[src/rtl/fifo_resolu_pkg.sv]
// Shared types and helpers for the FIFO-word resolver/serialiser.
// Helper vectors are VEC_W wide so one function body serves any DATA_W up to VEC_W.
package fifo_resolu_pkg;

  typedef enum logic [1:0] {IDLE, POP, CAP, SEND} resolu_state_e;

  localparam int unsigned DEF_DATA_W = 128;
  localparam int unsigned DEF_BEAT_W = 16;
  localparam int unsigned MAX_BEATS  = DEF_DATA_W / DEF_BEAT_W;
  localparam int unsigned VEC_W      = 512;

  typedef logic [VEC_W-1:0] vec_t;

  function automatic vec_t bin2gray(input vec_t b);
    return b ^ (b >> 1);
  endfunction

  // Ones over the len*beat_w MSBs of a data_w-bit word, zero elsewhere.
  function automatic vec_t len_to_mask(input int unsigned len, input int unsigned data_w,
                                       input int unsigned beat_w);
    vec_t        m;
    int unsigned lo;
    m  = '0;
    lo = (len * beat_w >= data_w) ? 0 : data_w - len * beat_w;
    for (int unsigned i = 0; i < VEC_W; i++) begin
      m[i] = (i < data_w) && (i >= lo);
    end
    return m;
  endfunction

endpackage

[src/rtl/resolu_mask_gray.sv]
// Combinational payload builder: truncates to len_code beats, optionally Gray-codes,
// and flags illegal length codes.
module resolu_mask_gray
  import fifo_resolu_pkg::*;
#(
  parameter int unsigned DATA_W = 128,
  parameter int unsigned LEN_W  = 4,
  parameter int unsigned BEAT_W = 16
) (
  input  logic [DATA_W-1:0] data,
  input  logic [LEN_W-1:0]  len_code,
  input  logic              gray_mode,
  output logic [DATA_W-1:0] payload,
  output logic              len_ok
);

  localparam int unsigned MaxBeats = DATA_W / BEAT_W;

  vec_t                    mask;
  vec_t                    cut;
  vec_t                    wide;
  logic [VEC_W-1:DATA_W]   unused_wide_hi;

  // Re-applying the mask after Gray coding clears the bit shifted across the cut boundary.
  always_comb begin
    mask              = len_to_mask(32'(len_code), DATA_W, BEAT_W);
    cut               = '0;
    cut[DATA_W-1:0]   = data;
    cut               = cut & mask;
    wide              = gray_mode ? (bin2gray(cut) & mask) : cut;
  end

  assign payload        = wide[DATA_W-1:0];
  assign unused_wide_hi = wide[VEC_W-1:DATA_W];
  assign len_ok         = (len_code != '0) && (32'(len_code) <= MaxBeats);

endmodule

[src/rtl/fifo_data_resolu_ser.sv]
// Pops {data, ch_sel, len_code} words from a sync FIFO and streams the masked,
// optionally Gray-coded payload MSB-first as BEAT_W-bit beats on valid/ready.
module fifo_data_resolu_ser
  import fifo_resolu_pkg::*;
#(
  parameter  int unsigned DATA_W = 128,
  parameter  int unsigned CH_W   = 8,
  parameter  int unsigned LEN_W  = 4,
  parameter  int unsigned BEAT_W = 16,
  localparam int unsigned WORD_W = DATA_W + CH_W + LEN_W
) (
  input  logic              clk,
  input  logic              rst_n,
  input  logic              fifo_empty,
  output logic              fifo_rd_en,
  input  logic [WORD_W-1:0] data_from_fifo,
  input  logic              gray_mode,
  input  logic              out_ready,
  output logic              out_valid,
  output logic [BEAT_W-1:0] out_data,
  output logic [CH_W-1:0]   out_ch,
  output logic              out_last,
  output logic [15:0]       data_count,
  output logic              len_err,
  output logic              busy
);

  resolu_state_e     state_q, state_d;
  logic [DATA_W-1:0] shreg_q, shreg_d;
  logic [LEN_W-1:0]  nb_q, nb_d;
  logic [LEN_W-1:0]  beat_q, beat_d;
  logic              rd_en_q, rd_en_d;
  logic              valid_q, valid_d;
  logic              last_q, last_d;
  logic [CH_W-1:0]   ch_q, ch_d;
  logic [15:0]       count_q, count_d;
  logic              len_err_q, len_err_d;
  logic              busy_q;

  logic [DATA_W-1:0] word_data;
  logic [CH_W-1:0]   word_ch;
  logic [LEN_W-1:0]  word_len;
  logic [DATA_W-1:0] payload;
  logic              len_ok;

  assign word_data = data_from_fifo[WORD_W-1 -: DATA_W];
  assign word_ch   = data_from_fifo[CH_W+LEN_W-1 -: CH_W];
  assign word_len  = data_from_fifo[LEN_W-1:0];

  resolu_mask_gray #(
    .DATA_W (DATA_W),
    .LEN_W  (LEN_W),
    .BEAT_W (BEAT_W)
  ) u_mask_gray (
    .data      (word_data),
    .len_code  (word_len),
    .gray_mode (gray_mode),
    .payload   (payload),
    .len_ok    (len_ok)
  );

  always_comb begin
    state_d   = state_q;
    shreg_d   = shreg_q;
    nb_d      = nb_q;
    beat_d    = beat_q;
    rd_en_d   = 1'b0;
    valid_d   = valid_q;
    last_d    = last_q;
    ch_d      = ch_q;
    count_d   = count_q;
    len_err_d = 1'b0;
    unique case (state_q)
      IDLE: begin
        if (!fifo_empty) begin
          rd_en_d = 1'b1;
          state_d = POP;
        end
      end
      POP: state_d = CAP;
      CAP: begin
        if (!len_ok) begin
          len_err_d = 1'b1;
          state_d   = IDLE;
        end else begin
          shreg_d = payload;
          nb_d    = word_len;
          beat_d  = '0;
          ch_d    = word_ch;
          count_d = 16'(word_len) * 16'(BEAT_W);
          valid_d = 1'b1;
          last_d  = (word_len == LEN_W'(1));
          state_d = SEND;
        end
      end
      SEND: begin
        if (out_ready) begin
          if (last_q) begin
            valid_d = 1'b0;
            last_d  = 1'b0;
            state_d = IDLE;
          end else begin
            // The shift register keeps the current beat in its top BEAT_W bits.
            shreg_d = shreg_q << BEAT_W;
            beat_d  = beat_q + LEN_W'(1);
            last_d  = ((beat_q + LEN_W'(2)) == nb_q);
          end
        end
      end
    endcase
  end

  always_ff @(posedge clk or negedge rst_n) begin
    if (!rst_n) begin
      state_q   <= IDLE;
      shreg_q   <= '0;
      nb_q      <= '0;
      beat_q    <= '0;
      rd_en_q   <= 1'b0;
      valid_q   <= 1'b0;
      last_q    <= 1'b0;
      ch_q      <= '0;
      count_q   <= '0;
      len_err_q <= 1'b0;
      busy_q    <= 1'b0;
    end else begin
      state_q   <= state_d;
      shreg_q   <= shreg_d;
      nb_q      <= nb_d;
      beat_q    <= beat_d;
      rd_en_q   <= rd_en_d;
      valid_q   <= valid_d;
      last_q    <= last_d;
      ch_q      <= ch_d;
      count_q   <= count_d;
      len_err_q <= len_err_d;
      busy_q    <= (state_d != IDLE);
    end
  end

  assign fifo_rd_en = rd_en_q;
  assign out_valid  = valid_q;
  assign out_data   = shreg_q[DATA_W-1 -: BEAT_W];
  assign out_last   = last_q;
  assign out_ch     = ch_q;
  assign data_count = count_q;
  assign len_err    = len_err_q;
  assign busy       = busy_q;

endmodule

[config.mk]
export PLATFORM = sky130hd
export DESIGN_NAME = fifo_data_resolu_ser
export DESIGN_NICKNAME = d
export VERILOG_FILES = /design/src/rtl/fifo_resolu_pkg.sv /design/src/rtl/resolu_mask_gray.sv /design/src/rtl/fifo_data_resolu_ser.sv
export SDC_FILE = /design/constraint.sdc
export NUM_CORES = 1
export LEC_CHECK = 0
export BUFFER_PORTS_ARGS = -buffer_cell sky130_fd_sc_hd__buf_2
export CAP_MARGIN = 20
export CORE_AREA = 2 2 141 129
export CTS_CLUSTER_SIZE = 16
export DETAILED_ROUTE_END_ITERATION = 10
export DIE_AREA = 0 0 143 131
export PLACE_DENSITY = 0.77
export SETUP_SLACK_MARGIN = 0.15
export SKIP_CTS_REPAIR_TIMING = 1
export SLEW_MARGIN = 20
export SYNTH_ARGS = -nofsm -noshare
export SYNTH_HDL_FRONTEND = slang
export SYNTH_SLANG_ARGS = --single-unit
[constraint.sdc]
create_clock -name clk -period 2.6 [get_ports clk]
set_input_delay 0.26 -clock clk [delete_from_list [all_inputs] [get_ports clk]]
set_output_delay 0.26 -clock clk [all_outputs]
set_load 0.05 [all_outputs]
==> summary.txt, run 1 <==
Finish
  – Register area: between 3000 and 4000 um2
  – Share of post-route cells with drive strength above 1: 21.4%
  – Multi-input logic area: 4220 um2
  – Fillers: 1579
  – Final nets: 1245
  – Synth-to-Final Area Change: 18.2%
  – Final non-filler cell total: 1349

Critical path
  – CP bufs+invs: 1
  – Cell at the slowest stage of the critical path: dfrtp_1
  – Reg2reg setup slack: around 490 ps
  – Critical Path Start Type: flop
  – Crit path cell chain: and2b_1 > nand2_4 > buf_4 > a32oi_1 > nand2_1
  – CP Max Fanout: 58
  – WP data arrival: 2410 ps
  – CP required: 2900 ps
  – Crit path capture type: flop
  – Worst path top cell family by delay: simple AND/OR/NAND/NOR gates
  – Critical path class: flop to flop
  – Worst r2r src: state_q[1]
  – Reg2reg path depth: 5
  – Max incr delay on CP: 490 ps
  – Reg2reg end: shreg_q[75]

Die
  – Initial Utilization: between 40 and 50%
  – I/O pin cnt: 190
  – Site Rows: 46
  – Full die area: 18700 um2
  – Die Ht: 131 um
  – Core area: roughly 17000 um2
  – DIE WIDTH: about 140 um

STA
  – Rel. slew slack: 29.2%
  – Setup clock skew after layout: about 8 ps
  – Hold slack: around 14 ps
  – Number of setup violations in the final report: 0
  – Slew at the pin closest to its max-slew limit: 1060 ps
  – Final WS setup: 491 ps
  – Fin Setup TNS: 0 ps
  – RSZ-0062 raised after global routing: false
  – Hold Vio Cnt, Final: 0
  – F_max: about 470 MHz
  – Max-slew violations: 0
  – Clock period minus worst slack: 2110 ps
  – Final Cycle Share: 81.1%

Clock network
  – Root buffer cell: clkbuf_16
  – Later-pin clock latency in the skew report: 420 ps
  – H-tree levels: 4
  – TritonCTS Buffers: 17
  – Clock buffer depth: 2
  – CTS clk-pin slew, worst paths: roughly 60 ps
  – CTS tree: built
  – Clk sink count: 151

Place
  – Hpwl dp: 15400 um
  – RD Place Congestion: 0.790
  – Place WS: 178 ps
  – Cell total after placement: approximately 1300
  – Port buffer count: 177

Yosys
  – Cell with the most instances after synthesis: nand2_1
  – Synthesized cell area: 8460 um2
  – Cell variety after synth: 48
  – Syn avg cell area: 8.79 um2
  – Async SR Flop Fraction: 100%
  – Dominant cell type by area after synthesis: dfrtp_1
  – Largest cells by area after synthesis: dfrtp_1 45%, nand2_1 13%, xor2_1 8.5%
  – Ys flop type: dfrtp_1
  – Yosys warnings: 0
  – Number of synthesized register bits: roughly 150
  – Number of synthesized flops with an enable pin: 0
  – Seq/Total Area, Yosys: 44.7%
  – Share of the synthesized area in the top cell type: 44.7%
  – Post-Synthesis Cells: 962
  – Post-synth top cells: 287 x nand2_1, 151 x dfrtp_1, 82 x xor2_1, 52 x xnor2_1, 48 x o21ai_0

Detailed routing
  – Remaining antenna violation count: 0
  – Vias per cell: between 5 and 6
  – Residual DRC: 0
  – Routed via count: 7150
  – Starting DRC count in detailed routing: around 510
  – Routed WL: 21500 um
  – TritonRoute pass-1 iters: 5
  – Avg WL per Cell: roughly 16 um

Power
  – Leakage power: roughly 4.8 nW
  – Worst ir drop on vdd: 639 uV
  – PD cells: just over 1000 nW/um2

Hold path
  – Worst Hold Depth: 2
  – Hold_sp: fifo_empty
  – Hold/Removal Path Class: input port to flop
  – Worst Hold Endpoint: fifo_rd_en

Global route
  – Vias in the first global route: 6683
  – Gr ovfl total: 0
  – Global-route wire length before repair: 34400 um
  – Antenna violations before repair: 1
  – Total Routing Usage GR: 23.6%
  – Pin count of the biggest net entering global routing: between 70 and 80

Outcome
  – Status: complete, no violations

Job
  – Max Cap Violations: 0
[worst reg2reg max path: stages, from the launching register on]
cell and delay [ps]:
dfrtp_1 490, and2b_1 380, nand2_4 410, buf_4 390, a32oi_1 250, nand2_1 80
[cell families after synthesis]
| logic type | count (synthesis) | synth area share [%] |
|---|---|---|
| DFF | 151 | 44.7 |
| xor gates and xnor gates | 135 | 14.2 |
| other | 1 | 0.0443 |
| buffers and inverters | 97 | 6.33 |
| muxes | 1 | 0.133 |
| and+or+nand+nor | 370 | 17.7 |
| AOI/OAI and AO/OA | 203 | 16.3 |
| adders and majority gates | 4 | 0.592 |
[cells in the final DEF (no fill, tap or decap), types with 3 or more instances in the layout]
master,Yosys,routed
nor2b_1,4,4
nand2_2,4,3
a22oi_1,32,32
nand2_1,287,287
nor3_1,4,4
dfrtp_1,151,151
o22ai_1,16,16
clkbuf_8,0,4
a32oi_1,46,46
nor2_1,37,37
buf_2,26,175
a31oi_1,18,18
buf_4,31,19
o21ai_1,4,4
or3_1,15,15
xnor2_1,52,52
a21oi_1,21,20
buf_12,0,3
o21a_1,3,3
o21ai_0,48,48
nand3_1,7,6
conb_1,1,12
xor2_1,82,82
clkbuf_1,25,3
ha_1,4,4
clkbuf_16,0,17
[worst max path at each step]
stage                     slack, ps  depth (start not counted)           to         startpoint
after CTS                       490                          5  shreg_q[75]         state_q[1]
after floorplan                 770                          7    beat_q[0]           out_last
after detailed placement        180                          7  shreg_q[81]  data_from_fifo[0]
after global routing            310                          5  shreg_q[58]         state_q[1]
final                           490                          5  shreg_q[75]         state_q[1]
after global placement          280                          7  shreg_q[89]  data_from_fifo[0]
[layout make-up]
class | instances | share of cell area (%)
multi-input combinational | 725 | 42.2
sequential | 151 | 37.8
timing repair buffer | 199 | 11.0
clock buffer | 24 | 4.92
tap | 240 | 3.01
clock inverter | 7 | 0.939
inverter | 2 | 0.0751
antenna | 1 | 0.0250
[layer usage]
metal  global-route usage [%]  wire length [um]  vias up
met4                     4.83               166        0
met1                     32.8              9810     3408
met3                     5.94              1270       12
met2                     37.7             10200      215
li1                         -                 -     3515
met5                        0                 0        -
[state kept, by name, summed over array words and instances (netlist names)]
register,count
fifo_rd_en,1
beat_q,4
len_err,1
busy,1
shreg_q,128
out_last,1
out_valid,1
out_ch,8
state_q,2
nb_q,4
[per-stage QoR]
step	area (um2)	utilization (%)	power [W]
after floorplan	8500	-	0.00684
after global placement	9390	54.2	0.00765
final	9990	57.7	0.0102
after global routing	9990	57.7	0.0108
after detailed placement	9390	54.2	0.00776
after CTS	9980	57.6	0.0102
[report_power, final]
| part | switching (W) | leakage [nW] | total [W] | internal, W |
|---|---|---|---|---|
| registers | 0.000633 | 1.94 | 0.00397 | 0.00334 |
| clock network | 0.000946 | 0.282 | 0.00245 | 0.00151 |
| logic | 0.00248 | 2.62 | 0.00376 | 0.00128 |
No activity file was read; power rests on OpenSTA's default activity.
==> run 2, diff against run 1 <==
==> constraint.sdc (replaced) <==
create_clock -name clk -period 2.05 [get_ports clk]
set_input_delay 0.205 -clock clk [delete_from_list [all_inputs] [get_ports clk]]
set_output_delay 0.205 -clock clk [all_outputs]
set_load 0.05 [all_outputs]
==> run 2 against run 1 <==
Critical path type unchanged. Core utilization rose by 1.3 points. Critical path depth rose by 1. Critical endpoint is now shreg_q[84]. Total power rose by 30%. Sequential cell count did not move.
==> summary.txt, run 2 (same netlist as run 1, synthesis figures left out) <==
Critical path
  – Critical Path Start Type: flop
  – Crit path cell chain: nor2b_1 > and3_4 > a21oi_4 > buf_12 > a22oi_1 > o21ai_0
  – CP Max Fanout: 32
  – CP required: 2340 ps
  – WP data arrival: 2040 ps
  – Critical path class: flop to flop
  – Crit path capture type: flop
  – Reg2reg setup slack: 310 ps
  – Cell at the slowest stage of the critical path: dfrtp_1
  – Max incr delay on CP: 460 ps

Finish
  – Final nets: 1261
  – Share of post-route cells with drive strength above 1: between 20% and 30%
  – Commonest cells after routing, fill and taps aside: 287 x nand2_1, 175 x buf_2, 151 x dfrtp_1
  – Commonest non-fill, non-tap cell in the layout: nand2_1
  – Final Instance Area: 10200 um2
  – Top reg by flops: shreg_q
  – Synth-to-Final Area Change: 20.9%
  – Max FFs per register: 128

Clock network
  – Root buffer cell: clkbuf_16
  – CTS clk-pin slew, worst paths: 70 ps
  – TritonCTS Buffers: 17
  – Clk sink count: 151
  – CTS tree: built
  – Clock buffer depth: 2
  – Later-pin clock latency in the skew report: 430 ps
  – H-tree levels: 4

Detailed routing
  – Starting DRC count in detailed routing: 557
  – Avg WL per Cell: 16.6 um
  – TritonRoute pass-1 iters: 5
  – Routed via count: ~7400
  – Remaining antenna violation count: 0
  – Vias per cell: 5.39
  – Routed WL: 22700 um
  – Residual DRC: 0

Die
  – Full die area: 18700 um2
  – DIE WIDTH: 143 um
  – Core area: 17300 um2
  – Initial Utilization: 48.8%
  – I/O pin cnt: 190
  – Die Ht: 131 um
  – Site Rows: 46

Global route
  – Peak-usage layer in the global routing report: met2
  – Antenna violations before repair: 2
  – Global-route wire length before repair: 35500 um
  – Gr ovfl total: 0
  – Grt met1 use: approximately 32%
  – GRT met3 Usage: under 10%
  – Grt met2 use: 39.8%
  – Total Routing Usage GR: 24.3%
  – Pin count of the biggest net entering global routing: 55
  – Vias in the first global route: about 7000

Power
  – PD cells: 1300 nW/um2
  – Worst ir drop on vdd: 728 uV
  – Leakage power: 4.94 nW

STA
  – F_max: about 570 MHz
  – Clock period minus worst slack: 1740 ps
  – Fin Setup TNS: 0 ps
  – Number of setup violations in the final report: 0
  – Hold Vio Cnt, Final: 0
  – Final Cycle Share: 85.0%
  – RSZ-0062 raised after global routing: false
  – Max-slew violations: 0
  – Setup clock skew after layout: 7.35 ps
  – Rel. slew slack: 57.6%
  – Slew at the pin closest to its max-slew limit: 636 ps

Place
  – Hpwl dp: 15800 um
  – Port buffer count: 177
  – Post-DP Area: 9500 um2
  – RD Place Congestion: 0.817

Job
  – Max Cap Violations: 0

Outcome
  – Status: complete, no violations

Hold path
  – Hold/Removal Path Class: input port to flop
[run 2: cell types whose count changed in the layout (fill, tap and decap cells not counted), moves of 2 or more]
cell           previous run  this run
inv_6                     0         7
clkbuf_8                  4         0
inv_8                     0         4
buf_12                    3         7
buf_4                    19        21
clkbuf_1                  3         0
dlygate4sd3_1             1        10
[run 2: report_power, final]
group / switching [W] / leakage, nW / internal, W
sequential: 0.000814 / 1.94 / 0.00423
clock: 0.00139 / 0.298 / 0.00185
combinational: 0.00324 / 2.70 / 0.00173
[run 2: per-layer routing]
layer  wire (um)  share of wire [%]
met5           0                  0
met4         371                1.6
met3        1280                5.6
met2       11100                 49
met1        9910                 44
[run 2: layout make-up]
type | count | area (um2)
multi-input cells | 725 | 4230
clock buffers | 17 | 425
well taps | 240 | 300
fillers | 1524 | 7100
repair buffers | 215 | 1300
flip-flops and latches | 151 | 3780
clock inverters | 15 | 179
diodes | 2 | 5.00
inverters | 2 | 7.51
[run 2: stage by stage]
| step | setup WS, ps | hold slack [ps] | utilization (%) | total power [W] | instances |
|---|---|---|---|---|---|
| after floorplan | 218 | -90.6 | - | 0.00868 | 973 |
| after global placement | 77.5 | 107 | 54.8 | 0.00981 | 1323 |
| after detailed placement | 31.4 | 107 | 54.8 | 0.00999 | 1323 |
| after CTS | 117 | -347 | 58.3 | 0.0133 | 1355 |
| after global routing | 182 | 78.8 | 59.0 | 0.0141 | 1366 |
| final | 308 | 64.9 | 59.0 | 0.0132 | 1367 |
[run 2: path summary, 6_finish.rpt]
path	from	to	cells after the start
max in group asynchronous	rst_n	shreg_q[126]	3
min in group asynchronous	rst_n	shreg_q[123]	2
setup reg to reg	out_last	shreg_q[84]	6
setup / recovery	out_last	shreg_q[84]	6
hold reg to reg	out_ch[1]	out_ch[1]	2
hold / removal	data_from_fifo[17]	shreg_q[5]	3
[run 2: critical path: cells and delay by family, from the launching register on]
| kind | cells | cell delay, ps |
|---|---|---|
| AND/OR/NAND/NOR | 2 | 650 |
| buffers and inverters | 1 | 170 |
| flip-flops | 1 | 460 |
| AO/OA/AOI/OAI | 3 | 330 |
